File: src/rtl/spi_cmd_rx.sv
// ============================================================================
// Module      : spi_cmd_rx
// Description : Two-wire SPI command receiver for the sprite/SVGA generator.
//               Frames are delimited by an idle timeout. Optional macro
//               SHADOW_REGS_EN makes colour/position writes commit on
//               next_frame.
// Revision    : 1.0 - initial release
// ============================================================================
`default_nettype none

module spi_cmd_rx #(
    parameter int IDLE_CYCLES  = 256,
    parameter int SPRITE_BYTES = 18
) (
    input  logic       clk,
    input  logic       reset_n,
    input  logic       spi_clk,
    input  logic       spi_data,
    input  logic       next_frame,
    output logic [5:0] bg_color,
    output logic [5:0] fg_color,
    output logic [9:0] sprite_x,
    output logic [9:0] sprite_y,
    output logic       sprite_we,
    output logic [4:0] sprite_addr,
    output logic [7:0] sprite_wdata
);

    localparam int c_IDLE_W = $clog2(IDLE_CYCLES + 1);

    localparam logic [2:0] c_ST_CMD    = 3'd0;
    localparam logic [2:0] c_ST_COLOR  = 3'd1;
    localparam logic [2:0] c_ST_POSX   = 3'd2;
    localparam logic [2:0] c_ST_POSY   = 3'd3;
    localparam logic [2:0] c_ST_SPRITE = 3'd4;
    localparam logic [2:0] c_ST_IGNORE = 3'd5;

    logic                r_clk_s1, r_clk_s2, r_clk_s3;
    logic                r_dat_s1, r_dat_s2;
    logic [7:0]          r_shift;
    logic [2:0]          r_bit_cnt;
    logic [c_IDLE_W-1:0] r_idle;
    logic [2:0]          r_state, w_next;
    logic                r_have_b1;
    logic [5:0]          r_b1;
    logic [4:0]          r_addr;
    logic                r_sprite_we;
    logic [4:0]          r_sprite_addr;
    logic [7:0]          r_sprite_wdata;
    logic [5:0]          r_bg, r_fg;
    logic [9:0]          r_x, r_y;

    logic                w_rise, w_edge, w_byte_done, w_timeout;
    logic [7:0]          w_byte;
    logic                w_take_b1, w_wr_color, w_wr_posx, w_wr_posy, w_wr_sprite;

    assign w_rise      = r_clk_s2 & ~r_clk_s3;
    assign w_edge      = r_clk_s2 ^ r_clk_s3;
    assign w_byte      = {r_shift[6:0], r_dat_s2};
    assign w_byte_done = w_rise && (r_bit_cnt == 3'd7);
    assign w_timeout   = (r_idle == c_IDLE_W'(IDLE_CYCLES));

    // Input synchronizers plus edge-detect stage
    always_ff @(posedge clk or negedge reset_n) begin
        if (!reset_n) begin
            r_clk_s1 <= 1'b0;
            r_clk_s2 <= 1'b0;
            r_clk_s3 <= 1'b0;
            r_dat_s1 <= 1'b0;
            r_dat_s2 <= 1'b0;
        end else begin
            r_clk_s1 <= spi_clk;
            r_clk_s2 <= r_clk_s1;
            r_clk_s3 <= r_clk_s2;
            r_dat_s1 <= spi_data;
            r_dat_s2 <= r_dat_s1;
        end
    end

    always_ff @(posedge clk or negedge reset_n) begin
        if (!reset_n) begin
            r_shift   <= 8'd0;
            r_bit_cnt <= 3'd0;
            r_idle    <= '0;
        end else begin
            if (w_edge)
                r_idle <= '0;
            else if (!w_timeout)
                r_idle <= r_idle + 1'b1;

            if (w_rise) begin
                r_shift   <= w_byte;
                r_bit_cnt <= r_bit_cnt + 3'd1;
            end else if (w_timeout) begin
                r_bit_cnt <= 3'd0;
            end
        end
    end

    // FSM: state register
    always_ff @(posedge clk or negedge reset_n) begin
        if (!reset_n) r_state <= c_ST_CMD;
        else          r_state <= w_next;
    end

    // FSM: next state; a completed byte wins over timeout
    always_comb begin
        w_next = r_state;
        if (w_byte_done) begin
            case (r_state)
                c_ST_CMD: begin
                    case (w_byte)
                        8'h01:   w_next = c_ST_COLOR;
                        8'h02:   w_next = c_ST_POSX;
                        8'h03:   w_next = c_ST_POSY;
                        8'h04:   w_next = c_ST_SPRITE;
                        default: w_next = c_ST_IGNORE;
                    endcase
                end
                c_ST_COLOR, c_ST_POSX, c_ST_POSY:
                    if (r_have_b1) w_next = c_ST_IGNORE;
                c_ST_SPRITE:
                    if (r_addr == 5'(SPRITE_BYTES - 1)) w_next = c_ST_IGNORE;
                default: w_next = r_state;
            endcase
        end else if (w_timeout) begin
            w_next = c_ST_CMD;
        end
    end

    // FSM: outputs (write strobes for the registered datapath)
    always_comb begin
        w_take_b1   = 1'b0;
        w_wr_color  = 1'b0;
        w_wr_posx   = 1'b0;
        w_wr_posy   = 1'b0;
        w_wr_sprite = 1'b0;
        if (w_byte_done) begin
            case (r_state)
                c_ST_COLOR:  begin w_take_b1 = !r_have_b1; w_wr_color = r_have_b1; end
                c_ST_POSX:   begin w_take_b1 = !r_have_b1; w_wr_posx  = r_have_b1; end
                c_ST_POSY:   begin w_take_b1 = !r_have_b1; w_wr_posy  = r_have_b1; end
                c_ST_SPRITE: w_wr_sprite = 1'b1;
                default:     w_take_b1   = 1'b0;
            endcase
        end
    end

    always_ff @(posedge clk or negedge reset_n) begin
        if (!reset_n) begin
            r_have_b1      <= 1'b0;
            r_b1           <= 6'd0;
            r_addr         <= 5'd0;
            r_sprite_we    <= 1'b0;
            r_sprite_addr  <= 5'd0;
            r_sprite_wdata <= 8'd0;
        end else begin
            if (w_take_b1) begin
                r_have_b1 <= 1'b1;
                r_b1      <= w_byte[5:0];
            end else if (w_wr_color || w_wr_posx || w_wr_posy || w_timeout) begin
                r_have_b1 <= 1'b0;
            end

            if (w_byte_done && r_state == c_ST_CMD)
                r_addr <= 5'd0;
            else if (w_wr_sprite)
                r_addr <= r_addr + 5'd1;

            r_sprite_we <= w_wr_sprite;
            if (w_wr_sprite) begin
                r_sprite_addr  <= r_addr;
                r_sprite_wdata <= w_byte;
            end
        end
    end

`ifdef SHADOW_REGS_EN
    logic [5:0] r_sh_bg, r_sh_fg;
    logic [9:0] r_sh_x, r_sh_y;

    // Live registers take the shadow value present when next_frame is seen
    always_ff @(posedge clk or negedge reset_n) begin
        if (!reset_n) begin
            r_sh_bg <= 6'h00;
            r_sh_fg <= 6'h3F;
            r_sh_x  <= 10'd0;
            r_sh_y  <= 10'd0;
            r_bg    <= 6'h00;
            r_fg    <= 6'h3F;
            r_x     <= 10'd0;
            r_y     <= 10'd0;
        end else begin
            if (w_wr_color) begin
                r_sh_bg <= r_b1;
                r_sh_fg <= w_byte[5:0];
            end
            if (w_wr_posx) r_sh_x <= {r_b1[1:0], w_byte};
            if (w_wr_posy) r_sh_y <= {r_b1[1:0], w_byte};
            if (next_frame) begin
                r_bg <= r_sh_bg;
                r_fg <= r_sh_fg;
                r_x  <= r_sh_x;
                r_y  <= r_sh_y;
            end
        end
    end
`else
    logic w_unused_next_frame;
    assign w_unused_next_frame = next_frame;

    always_ff @(posedge clk or negedge reset_n) begin
        if (!reset_n) begin
            r_bg <= 6'h00;
            r_fg <= 6'h3F;
            r_x  <= 10'd0;
            r_y  <= 10'd0;
        end else begin
            if (w_wr_color) begin
                r_bg <= r_b1;
                r_fg <= w_byte[5:0];
            end
            if (w_wr_posx) r_x <= {r_b1[1:0], w_byte};
            if (w_wr_posy) r_y <= {r_b1[1:0], w_byte};
        end
    end
`endif

    assign bg_color     = r_bg;
    assign fg_color     = r_fg;
    assign sprite_x     = r_x;
    assign sprite_y     = r_y;
    assign sprite_we    = r_sprite_we;
    assign sprite_addr  = r_sprite_addr;
    assign sprite_wdata = r_sprite_wdata;

endmodule

`default_nettype wire

File: config.mk
export PLATFORM = sky130hd
export DESIGN_NAME = spi_cmd_rx
export DESIGN_NICKNAME = d
export VERILOG_FILES = /design/src/rtl/spi_cmd_rx.sv
export SDC_FILE = /design/constraint.sdc
export NUM_CORES = 1
export LEC_CHECK = 0
export CORE_UTILIZATION = 51
export CTS_BUF_LIST = sky130_fd_sc_hd__clkbuf_4 sky130_fd_sc_hd__clkbuf_8
export DETAILED_ROUTE_END_ITERATION = 6
export GPL_TIMING_DRIVEN = 0
export PLACE_DENSITY = 0.82
export SETUP_SLACK_MARGIN = 0.4
export SYNTH_ARGS = -nofsm -noshare
export SYNTH_HDL_FRONTEND = slang
export SYNTH_SLANG_ARGS = --single-unit
File: constraint.sdc
create_clock -name clk -period 2.05 [get_ports clk]
set_clock_uncertainty 0.05 [all_clocks]
set_input_delay 0.41 -clock clk [delete_from_list [all_inputs] [get_ports clk]]
set_output_delay 0.41 -clock clk [all_outputs]
set_load 0.03 [all_outputs]
==> results.sh <==
export IMPL_status="finished clean"
export IMPL_clock_sinks=85
export IMPL_grt_antenna_before_repair=0
export IMPL_routed_wl_mm=7.92
export IMPL_rsz0062_at_grt="yes"
export IMPL_slowest_stage="dfrtp_1"
export IMPL_finalInstanceArea_sq_um=4900
export IMPL_synth_area_per_cell_sq_um=14.0
export IMPL_grt_ovfl_total=0
export IMPL_cts_buffers_inserted=9
export IMPL_multi_input_area_sq_um=1650
export IMPL_fmax_mhz=524
export IMPL_drv_slew=0
export IMPL_netSwitchingFraction=0.317
export IMPL_cts_tree="built"
export IMPL_syn_inst=254
export IMPL_power_internal_mw=2.83
export IMPL_worstPathArrival_ns=2.09
export IMPL_core_region_area_sq_um=6760
export IMPL_initial_core_util=0.528
export IMPL_h_tree_depth=3
export IMPL_netlist_area_leader_share=0.554
export IMPL_placed_area_sq_um=4300
export IMPL_netlist_area_sq_um=3570
export IMPL_min_path_type="reg2reg"
export IMPL_ios=51
export IMPL_drt_initial_drc_count=99
export IMPL_seqCellArea_sq_um=2140
export IMPL_cts_root_buf="clkbuf_8"
export IMPL_area_growth_pct=37.4
export IMPL_num_vias=2381
export IMPL_synth_cell_types=43
export IMPL_yosys_top_cells_area="dfrtp_1, mux2_2, dfstp_2"
export IMPL_startpoint_type="flop"
export IMPL_grt_pass1_wl_mm=12.9
export IMPL_finalNetCount=354
export IMPL_irDropWorstVdd_mv=0.665
export IMPL_drtPass1Iterations=4
export IMPL_clockBufferDepth=2
export IMPL_drive_gt1_frac=0.438
export IMPL_p_seq_frac=0.512
export IMPL_finalSetupViolCount=0
export IMPL_dpl_hpwl_mm=4.25
export IMPL_fp_dieH_microns=85.6
export IMPL_cp_end_kind="flop"
export IMPL_slew_headroom=0.645
export IMPL_gp_congestion=0.819
export IMPL_ys_seq_elements=85
export IMPL_fin_crit_sh=0.931
export IMPL_synth_warning_count=0
export IMPL_io_buffers=49
export IMPL_min_period_ns=1.91
export IMPL_antenna_diode_count=0
export IMPL_path_cells="ha_2, ha_4, and3b_2, buf_4, buf_6, nand4_4, mux2_4"
export IMPL_clk_pin_slew_ns=0.08
export IMPL_power_density_nw_per_um2=844
export IMPL_worst_endpoint_required_ns=2.23
export IMPL_seq_area_frac_synth=0.598
export IMPL_vias_per_cell=5.58
export IMPL_clock_power_share=0.271
export IMPL_yosys_area_top_type="dfrtp_1"
export IMPL_drc_errors=0
export IMPL_p_leak_nw=2.55
export IMPL_maxCapViolCount=0
export IMPL_worstMarginPinSlew_ns=0.532
export IMPL_fp_row_count=30
export IMPL_finalHoldViolCount=0
export IMPL_pwr_share_comb=0.218
export IMPL_clock_latency_ns=0.35
export IMPL_crit_fanout=5
export IMPL_syn_num_nets=266
export IMPL_nFillCells=423
export IMPL_ant_nets=0
export IMPL_grtUsageTotal=0.230
export IMPL_post_drt_wl_per_cell_microns=18.6
export IMPL_grt_start_max_net_pins=73
export IMPL_max_stage_delay_ns=0.39
export IMPL_dieArea_sq_um=7330
export IMPL_p_switching_mw=1.31
export IMPL_grt_pass1_vias=2434
export IMPL_die_width_microns=85.6
export IMPL_tns_ns=0
export IMPL_worstSetupPathType="reg2reg"
==> stage by stage <==
stage | power [mW] | util | setup slack [ns] | std cells | hold slack, ns
after global routing | 4.34 | 0.725 | 0.0983 | 427 | 0.317
after CTS | 4.08 | 0.712 | 0.194 | 421 | 0.306
after global placement | 2.79 | 0.633 | -2.42 | 383 | 0.281
final | 4.14 | 0.725 | 0.142 | 427 | 0.311
after floorplan | 2.55 | - | 0.279 | 254 | 0.0644
after detailed placement | 2.84 | 0.636 | 0.0893 | 384 | 0.225
==> layer usage <==
metal,GRT usage,part of all wire,vias up
met5,0,0,-
met4,0.0409,0.016,0
met3,0.0558,0.047,13
met2,0.389,0.51,71
met1,0.308,0.43,1219
li1,-,-,1078
==> final cells by class <==
| type | instances | share of cell area |
|---|---|---|
| flip-flops and latches | 85 | 0.437 |
| clock buffers | 12 | 0.0324 |
| repair buffers | 76 | 0.146 |
| multi-input cells | 155 | 0.336 |
| inverters | 5 | 0.00383 |
| clock inverters | 4 | 0.00638 |
| plain buffers | 10 | 0.0189 |
| well taps | 80 | 0.0204 |
==> worst max-delay path: cells and delay by family, from the launching register on <==
kind	cells	cell delay, ns
DFF	1	0.39
muxes	1	0.32
buffers and inverters	2	0.26
adders and majority gates	2	0.37
and+or+nand+nor	2	0.39
==> synth_stat cells <==
library cell   n
and4bb_2       1
a22o_2         3
nand4_2        1
nand2_1       11
and4b_1        1
buf_4          1
inv_1          5
or4_1          1
mux2i_1        5
nand3b_1       3
o31ai_4        1
and4_1         1
ha_1           7
and3b_1        1
buf_2          4
nand2_2        1
nand4bb_4      1
nor4_1         1
nand3_1        7
nand4_1        3
or4_4          1
a311oi_1       1
clkbuf_1       2
a21o_1         2
nor2b_1        1
a211oi_1       1
and2_1         8
or3_1          1
nand2b_1       1
nor3_1         2
mux2_2        57
buf_1          1
xnor2_1        8
and3_1         1
o21ai_0       10
buf_6          2
o22a_1         1
dfstp_2        6
dfrtp_1       79
a21boi_0       1
nor3b_1        1
nor2_2         1
nor2_1         7
==> power by group through the flow <==
stage               clock network, mW  logic [mW]  registers [mW]
floorplan                           0       0.439            2.11
global placement                    0       0.677            2.11
detailed placement                  0       0.721            2.12
CTS                              1.15       0.841            2.09
global route                     1.21       0.983            2.14
finish                           1.12       0.901            2.12
==> final timing paths <==
path	start	to	slack (ns)	cells past startpoint
setup reg to reg	r_bit_cnt[0]	sprite_y[4]	0.14	7
max in group asynchronous	reset_n	fg_color[1]	0.93	3
min in group asynchronous	reset_n	sprite_x[4]	0.40	2
hold reg to reg	r_dat_s1	r_dat_s2	0.31	0
hold / removal	r_dat_s1	r_dat_s2	0.31	0
setup / recovery	r_bit_cnt[0]	sprite_y[4]	0.14	7
==> kinds of logic after synthesis <==
| kind of cell | share of synthesized area |
|---|---|
| buf+inv | 0.0224 |
| mux | 0.194 |
| fa+ha+maj | 0.0246 |
| xor+xnor | 0.0196 |
| simple gates | 0.0993 |
| compound gates | 0.0417 |
| flops | 0.598 |
==> placed cells by master, fill, tap and decap left out, types with 2 or more instances in the layout <==
cell type / Yosys / final
a21o_1: 2 / 2
a22o_2: 3 / 3
and2_1: 8 / 7
buf_12: 0 / 2
buf_16: 0 / 2
buf_2: 4 / 7
buf_4: 1 / 14
buf_6: 2 / 13
buf_8: 0 / 2
clkbuf_1: 2 / 2
clkbuf_8: 0 / 11
clkdlybuf4s50_1: 0 / 2
clkinv_4: 0 / 2
dfrtp_1: 79 / 75
dfrtp_2: 0 / 4
dfstp_2: 6 / 6
dlygate4sd2_1: 0 / 39
ha_1: 7 / 4
ha_2: 0 / 2
inv_1: 5 / 5
mux2_2: 57 / 8
mux2_4: 0 / 49
mux2i_1: 5 / 5
nand2_1: 11 / 8
nand2_2: 1 / 3
nand3_1: 7 / 6
nand3b_1: 3 / 3
nand4_1: 3 / 3
nand4_4: 0 / 2
nor2_1: 7 / 6
nor2_4: 0 / 2
nor3_1: 2 / 2
o21ai_0: 10 / 7
o21ai_2: 0 / 2
or4_4: 1 / 2
xnor2_1: 8 / 8
==> timing repair <==
item,4_1_cts,5_1_grt
cloned,3,0
hold buffers,1,0
gates resized for setup,117,20
pin swaps,8,6
hold endpoints to repair,13,0
buffers inserted,17,6
setup endpoints to repair,111,65
==> state kept, by name, summed over array words and instances (netlist names), 6 cells and up <==
name and count:
bg_color 6, fg_color 6, r_b1 6, r_idle 9
r_shift 7, sprite_wdata 8, sprite_x 10, sprite_y 10
No activity file was read; power rests on OpenSTA's default activity.
